## src/rtl/pipe_mem_arbiter.sv

```systemverilog
// Two-requester arbiter (instruction fetch / data) onto one shared memory bus.
// One bus transaction in flight at a time; conflicts alternate with last grant.
module pipe_mem_arbiter #(
  parameter int unsigned TIMEOUT_CYCLES = 255
) (
  input  logic        clk,
  input  logic        reset_n,
  input  logic        if_req,
  input  logic [31:0] if_addr,
  output logic [31:0] if_rdata,
  output logic        if_ack,
  input  logic        d_read,
  input  logic        d_write,
  input  logic [31:0] d_addr,
  input  logic [3:0]  d_byteenable,
  input  logic [31:0] d_wdata,
  output logic [31:0] d_rdata,
  output logic        d_ack,
  output logic [31:0] mem_address,
  output logic        mem_read,
  output logic        mem_write,
  output logic [3:0]  mem_byteenable,
  output logic [31:0] mem_writedata,
  input  logic [31:0] mem_readdata,
  input  logic        mem_waitrequest,
  output logic        fetch_sel,
  output logic        if_stall,
  output logic        d_stall,
  output logic        proto_err,
  output logic        timeout,
  output logic [1:0]  fsm_state
);

  // Handshake: a requester holds its request until the one-cycle ack; on the
  // bus, a transaction completes at the first edge where mem_waitrequest is low.
  typedef enum logic [1:0] {
    IDLE  = 2'd0,
    FETCH = 2'd1,
    DATA  = 2'd2
  } state_t;

  localparam int WCW = 16;

  state_t          state;
  logic            last_grant;  // 1 = fetch completed last
  logic [WCW-1:0]  wait_cnt;
  logic [WCW-1:0]  wait_nxt;
  logic            d_pend;
  logic            grant_data;

  assign d_pend     = d_read | d_write;
  // Data wins when alone, or on a conflict if fetch completed last.
  assign grant_data = d_pend && (!if_req || last_grant);

  always_comb begin
    wait_nxt = wait_cnt;
    if (!(&wait_cnt)) wait_nxt = wait_cnt + 1'b1;
  end

  assign if_stall  = if_req & ~if_ack;
  assign d_stall   = d_pend & ~d_ack;
  assign fsm_state = state;

  always_ff @(posedge clk or negedge reset_n) begin
    if (!reset_n) begin
      state          <= IDLE;
      mem_read       <= 1'b0;
      mem_write      <= 1'b0;
      mem_address    <= '0;
      mem_byteenable <= '0;
      mem_writedata  <= '0;
      if_ack         <= 1'b0;
      d_ack          <= 1'b0;
      if_rdata       <= '0;
      d_rdata        <= '0;
      last_grant     <= 1'b1;
      wait_cnt       <= '0;
      proto_err      <= 1'b0;
      timeout        <= 1'b0;
      fetch_sel      <= 1'b1;
    end else begin
      if_ack <= 1'b0;
      d_ack  <= 1'b0;
      case (state)
        IDLE: begin
          wait_cnt <= '0;
          if (grant_data) begin
            state          <= DATA;
            fetch_sel      <= 1'b0;
            mem_address    <= d_addr;
            mem_byteenable <= d_byteenable;
            mem_writedata  <= d_wdata;
            mem_write      <= d_write;
            mem_read       <= ~d_write;
            if (d_read && d_write) proto_err <= 1'b1;
          end else if (if_req) begin
            state          <= FETCH;
            fetch_sel      <= 1'b1;
            mem_address    <= if_addr;
            mem_byteenable <= 4'hF;
            mem_write      <= 1'b0;
            mem_read       <= 1'b1;
          end
        end
        FETCH, DATA: begin
          if (!mem_waitrequest) begin
            state      <= IDLE;
            mem_read   <= 1'b0;
            mem_write  <= 1'b0;
            last_grant <= fetch_sel;
            if (state == FETCH) begin
              if_ack   <= 1'b1;
              if_rdata <= mem_readdata;
            end else begin
              d_ack <= 1'b1;
              if (!mem_write) d_rdata <= mem_readdata;
            end
          end else begin
            // Timeout is only a flag; the transaction keeps waiting.
            wait_cnt <= wait_nxt;
            if (32'(wait_nxt) >= TIMEOUT_CYCLES) timeout <= 1'b1;
          end
        end
        default: state <= IDLE;
      endcase
    end
  end

endmodule

```

## config.mk

```make
export PLATFORM = sky130hd
export DESIGN_NAME = pipe_mem_arbiter
export DESIGN_NICKNAME = d
export VERILOG_FILES = /design/src/rtl/pipe_mem_arbiter.sv
export SDC_FILE = /design/constraint.sdc
export NUM_CORES = 1
export LEC_CHECK = 0
export BUFFER_PORTS_ARGS = -buffer_cell sky130_fd_sc_hd__buf_2
export CAP_MARGIN = 40
export CORE_MARGIN = 4
export CORE_UTILIZATION = 52
export CTS_CLUSTER_DIAMETER = 30
export CTS_CLUSTER_SIZE = 24
export DETAILED_ROUTE_END_ITERATION = 6
export PLACE_DENSITY = 0.82
export SLEW_MARGIN = 30
export SYNTH_ARGS = -nofsm -noshare
export SYNTH_HDL_FRONTEND = slang
export SYNTH_SLANG_ARGS = --single-unit
export TNS_END_PERCENT = 20
```

## constraint.sdc

```tcl
create_clock -name clk -period 5.8 [get_ports clk]
set_input_delay 0 -clock clk [delete_from_list [all_inputs] [get_ports clk]]
set_output_delay 0 -clock clk [all_outputs]
set_load 0.02 [all_outputs]
```

==> metrics.md <==
| Metric | Value |
|---|---|
| Drt total wl | `24.3 mm` |
| Max-slew violations | `0` |
| Antenna-violating nets left | `0` |
| Main synth FF type | `dfrtp_1` |
| Remaining global-route overflow | `0` |
| DIE AREA | `14900 sq um` |
| Worst EP required | `6.09 ns` |
| # rows | `41` |
| Sw Share | `a little over two fifths` |
| Via Count | `about 6300` |
| Worst VDD drop | `0.463 mV` |
| Pint | `~0.0032 W` |
| Core Area | `12700 sq um` |
| Psw | `0.00236 W` |
| Fin crit share | `roughly 47%` |
| Final setup fails | `0` |
| Post-DP HPWL | `13.3 mm` |
| Critical Path Source Type | `flip-flop` |
| Flops & latches, synth | `between 150 and 200` |
| Avg Vias per Cell | `5.58` |
| Post-synth EDFFs | `0` |
| Slack of the critical path | `3.10 ns` |
| Antenna Cells | `0` |
| Fmax | `371 MHz` |
| First-pass GRT wire length | `around 38 mm` |
| Final nets | `1092` |
| Post-CTS sizing | `0` |
| Total CTS buffers | `17` |
| Clk_skew | `~0.011 ns` |
| Tightest Pin Transition | `0.805 ns` |
| Initial antenna violation count | `0` |
| Mapped cell area | `6750 sq um` |
| PD cells | `544 nW/um^2` |
| Wire per inst | `21.4 microns` |
| Syn Nets | `682` |
| Setup TNS | `0 ns` |
| I/O Pins | `281` |
| Vias in the first global route | `approximately 7000` |
| DRC | `0` |
| Seq/Total Area, Yosys | `58.7%` |
| Final hold slack | `-0.00233 ns` |
| Fraction of layout cells with a size suffix above 1 | `44.4%` |
| Clk_lat worst skew | `0.43 ns` |
| Hold WC Path Type | `input pin to async pin` |
| Layout area overhead | `52.5%` |
| Die span in y | `122 microns` |
| Yosys cell types | `50` |
| Pre-CTS WS | `~3.4 ns` |
| Arr. time, crit path | `roughly 3.0 ns` |
| RSZ-0062 raised after global routing | `no` |
| GRT Util Overall | `33.4%` |
| Critical path class | `flip-flop to flip-flop` |
| Failing checks | `hold timing` |
| Clk sinks | `roughly 160` |
| Fin crit period | `2.70 ns` |
| Leak Pwr | `4.91 nW` |
| Maximum level of the CTS H-tree | `4` |
| Synthesis Warnings | `0` |
| Clock share of power | `19.3%` |
| Pin count of the biggest net entering global routing | `95` |
| Initial core utilization | `53.2%` |
| Crit-path max FO | `18` |
| Syn avg cell area | `12.5 sq um` |
| Worst Setup End Kind | `flip-flop` |
| CTS tree | `done` |
| Clock Tree Buf Depth | `2` |
| Routability congestion estimate from global placement | `0.902` |
| Relative slew slack | `45.9%` |
| Combinational share of power | `45.9%` |
| Reg power frac | `a little over a third` |
| CTS Root Cell | `clkbuf_16` |
| Status | `complete, but fails checks` |
| Max_cap viols | `0` |
| Die W | `122 microns` |
| Port bufs | `280` |
| Final hold vios | `5` |
| Mapped Cells | `541` |
| Async S/R FF share, synth | `100%` |
| Clk pin slew, worst setup/hold paths | `0.06 ns` |
| Drt pass-1 iters | `7` |
| DRT iter0 DRCs | `465` |
[area by class of cell]
type                            count  area, sq um
Clock buffer                       19          443
Clock inverter                     13          116
Fill cell                         661         2390
Inverter                            5         18.8
Multi-Input combinational cell    345         2630
Sequential cell                   158         3960
Tap cell                          172          215
Timing Repair Buffer              424         2900
[layout by cell type, fill, tap and decap left out, drive strengths merged, types with 2 or more instances in the layout]
cell         count
buf            288
dfrtp          156
dlygate4sd3    136
mux2            98
nand2           56
o21ai           52
mux2i           34
clkbuf          19
nor2            14
a21oi           14
nand3            7
inv              7
clkinv           7
nor2b            6
nor3             5
a31oi            5
o22a             4
nand4            4
a22o             3
nor4             3
ha               3
clkinvlp         3
nand2b           3
and3             3
and2             2
o31ai            2
a41oi            2
o21a             2
and4             2
o211ai           2
a211oi           2
a2bb2oi          2
dfstp            2
a41o             2
[registers in the layout (all words and copies together) (netlist names)]
register	flops
d_rdata	32
if_rdata	32
mem_address	32
mem_writedata	32
wait_cnt	16
mem_byteenable	4
fsm_state	2
d_ack	1
fetch_sel	1
if_ack	1
last_grant	1
mem_read	1
mem_write	1
proto_err	1
timeout	1
[repair_timing]
action,4_1_cts,5_1_grt
hold endpoints to repair,225,0
buffers inserted,0,0
hold buffers,136,0
[critical path: stages (launching register included)]
cell and delay, ns:
dfstp_2 0.53, nand2b_1 0.21, nor2b_4 0.65, buf_16 0.25, mux2i_1 0.24, dlygate4sd3_1 0.59
o21ai_0 0.08
[Yosys cell counts, drive strengths merged, types with 2 or more instances]
library cell  number  share of area (%)
a21oi             14                1.0
nand2b             3               0.28
mux2              98                 16
dfstp              2               0.78
dfrtp            156                 58
nand2             56                3.1
clkbuf            16               0.89
nand3              7               0.70
a41o               2               0.32
nor2              14               0.78
o211ai             2               0.22
nand4              4               0.37
a211oi             2               0.22
ha                 3               0.56
and3               3               0.30
buf               17                1.4
nor2b              6               0.56
o31ai              2               0.22
mux2i             34                5.0
inv                5               0.28
a41oi              2               0.26
nor4               3               0.28
nor3               5               0.37
and4               2               0.26
o21ai             52                3.9
and2               2               0.19
a22o               3               0.39
o21a               2               0.22
o22a               4               0.52
a31oi              5               0.46
a2bb2oi            2               0.26
[per-layer routing]
metal / vias up / GRT usage [%] / share of wire, %
met1: 3089 / 36.6 / 35
met2: 393 / 57.5 / 52
met5: - / 0 / 0
li1: 2758 / - / -
met4: 0 / 19.0 / 4.8
met3: 94 / 10.5 / 8.3
[power groups by stage]
stage	Sequential [W]	Combinational [W]	Clock, W
final	0.00195	0.00257	0.00108
after global routing	0.00199	0.00272	0.00114
after CTS	0.00188	0.00246	0.00108
after detailed placement	0.00188	0.00234	0
after global placement	0.00185	0.00225	0
after floorplan	0.00247	0.000889	0
[cells by family (layout without fill, tap and decap cells)]
group	Yosys count	after routing	synth area share (%)
muxes	132	132	21.4
DFF	158	158	58.7
buffers and inverters	38	461	2.54
AOI/OAI and AO/OA	99	99	8.89
and+or+nand+nor	110	110	7.83
adders and majority gates	3	3	0.557
xor gates and xnor gates	1	1	0.130
[per-stage QoR]
stage / total power [W] / instance area [sq um] / hold WS, ns / utilization (%) / std cells
floorplan: 0.00336 / 6750 / -0.296 / - / 541
global placement: 0.00410 / 8260 / 0.116 / 65.2 / 964
detailed placement: 0.00422 / 8310 / 0.141 / 65.6 / 966
CTS: 0.00542 / 10200 / 0.0219 / 80.7 / 1134
global route: 0.00585 / 10300 / 0.0162 / 81.2 / 1136
finish: 0.00560 / 10300 / -0.00233 / 81.2 / 1136
[path summary, 6_finish.rpt]
kind | depth (start not counted) | start | to | slack [ns]
min in group clk | 4 | d_write | mem_read$_DFFE_PN0P_ | 0.07
hold reg to reg | 2 | mem_address[31]$_DFFE_PN0P_ | mem_address[31]$_DFFE_PN0P_ | 0.49
max in group asynchronous | 5 | reset_n | d_rdata[29]$_DFFE_PN0P_ | 4.61
setup reg to reg | 6 | last_grant$_DFFE_PN1P_ | mem_address[25]$_DFFE_PN0P_ | 3.10
hold / removal | 2 | reset_n | mem_address[26]$_DFFE_PN0P_ | -0.002
setup / recovery | 6 | last_grant$_DFFE_PN1P_ | mem_address[25]$_DFFE_PN0P_ | 3.10
(Power assumes the default switching activity.)
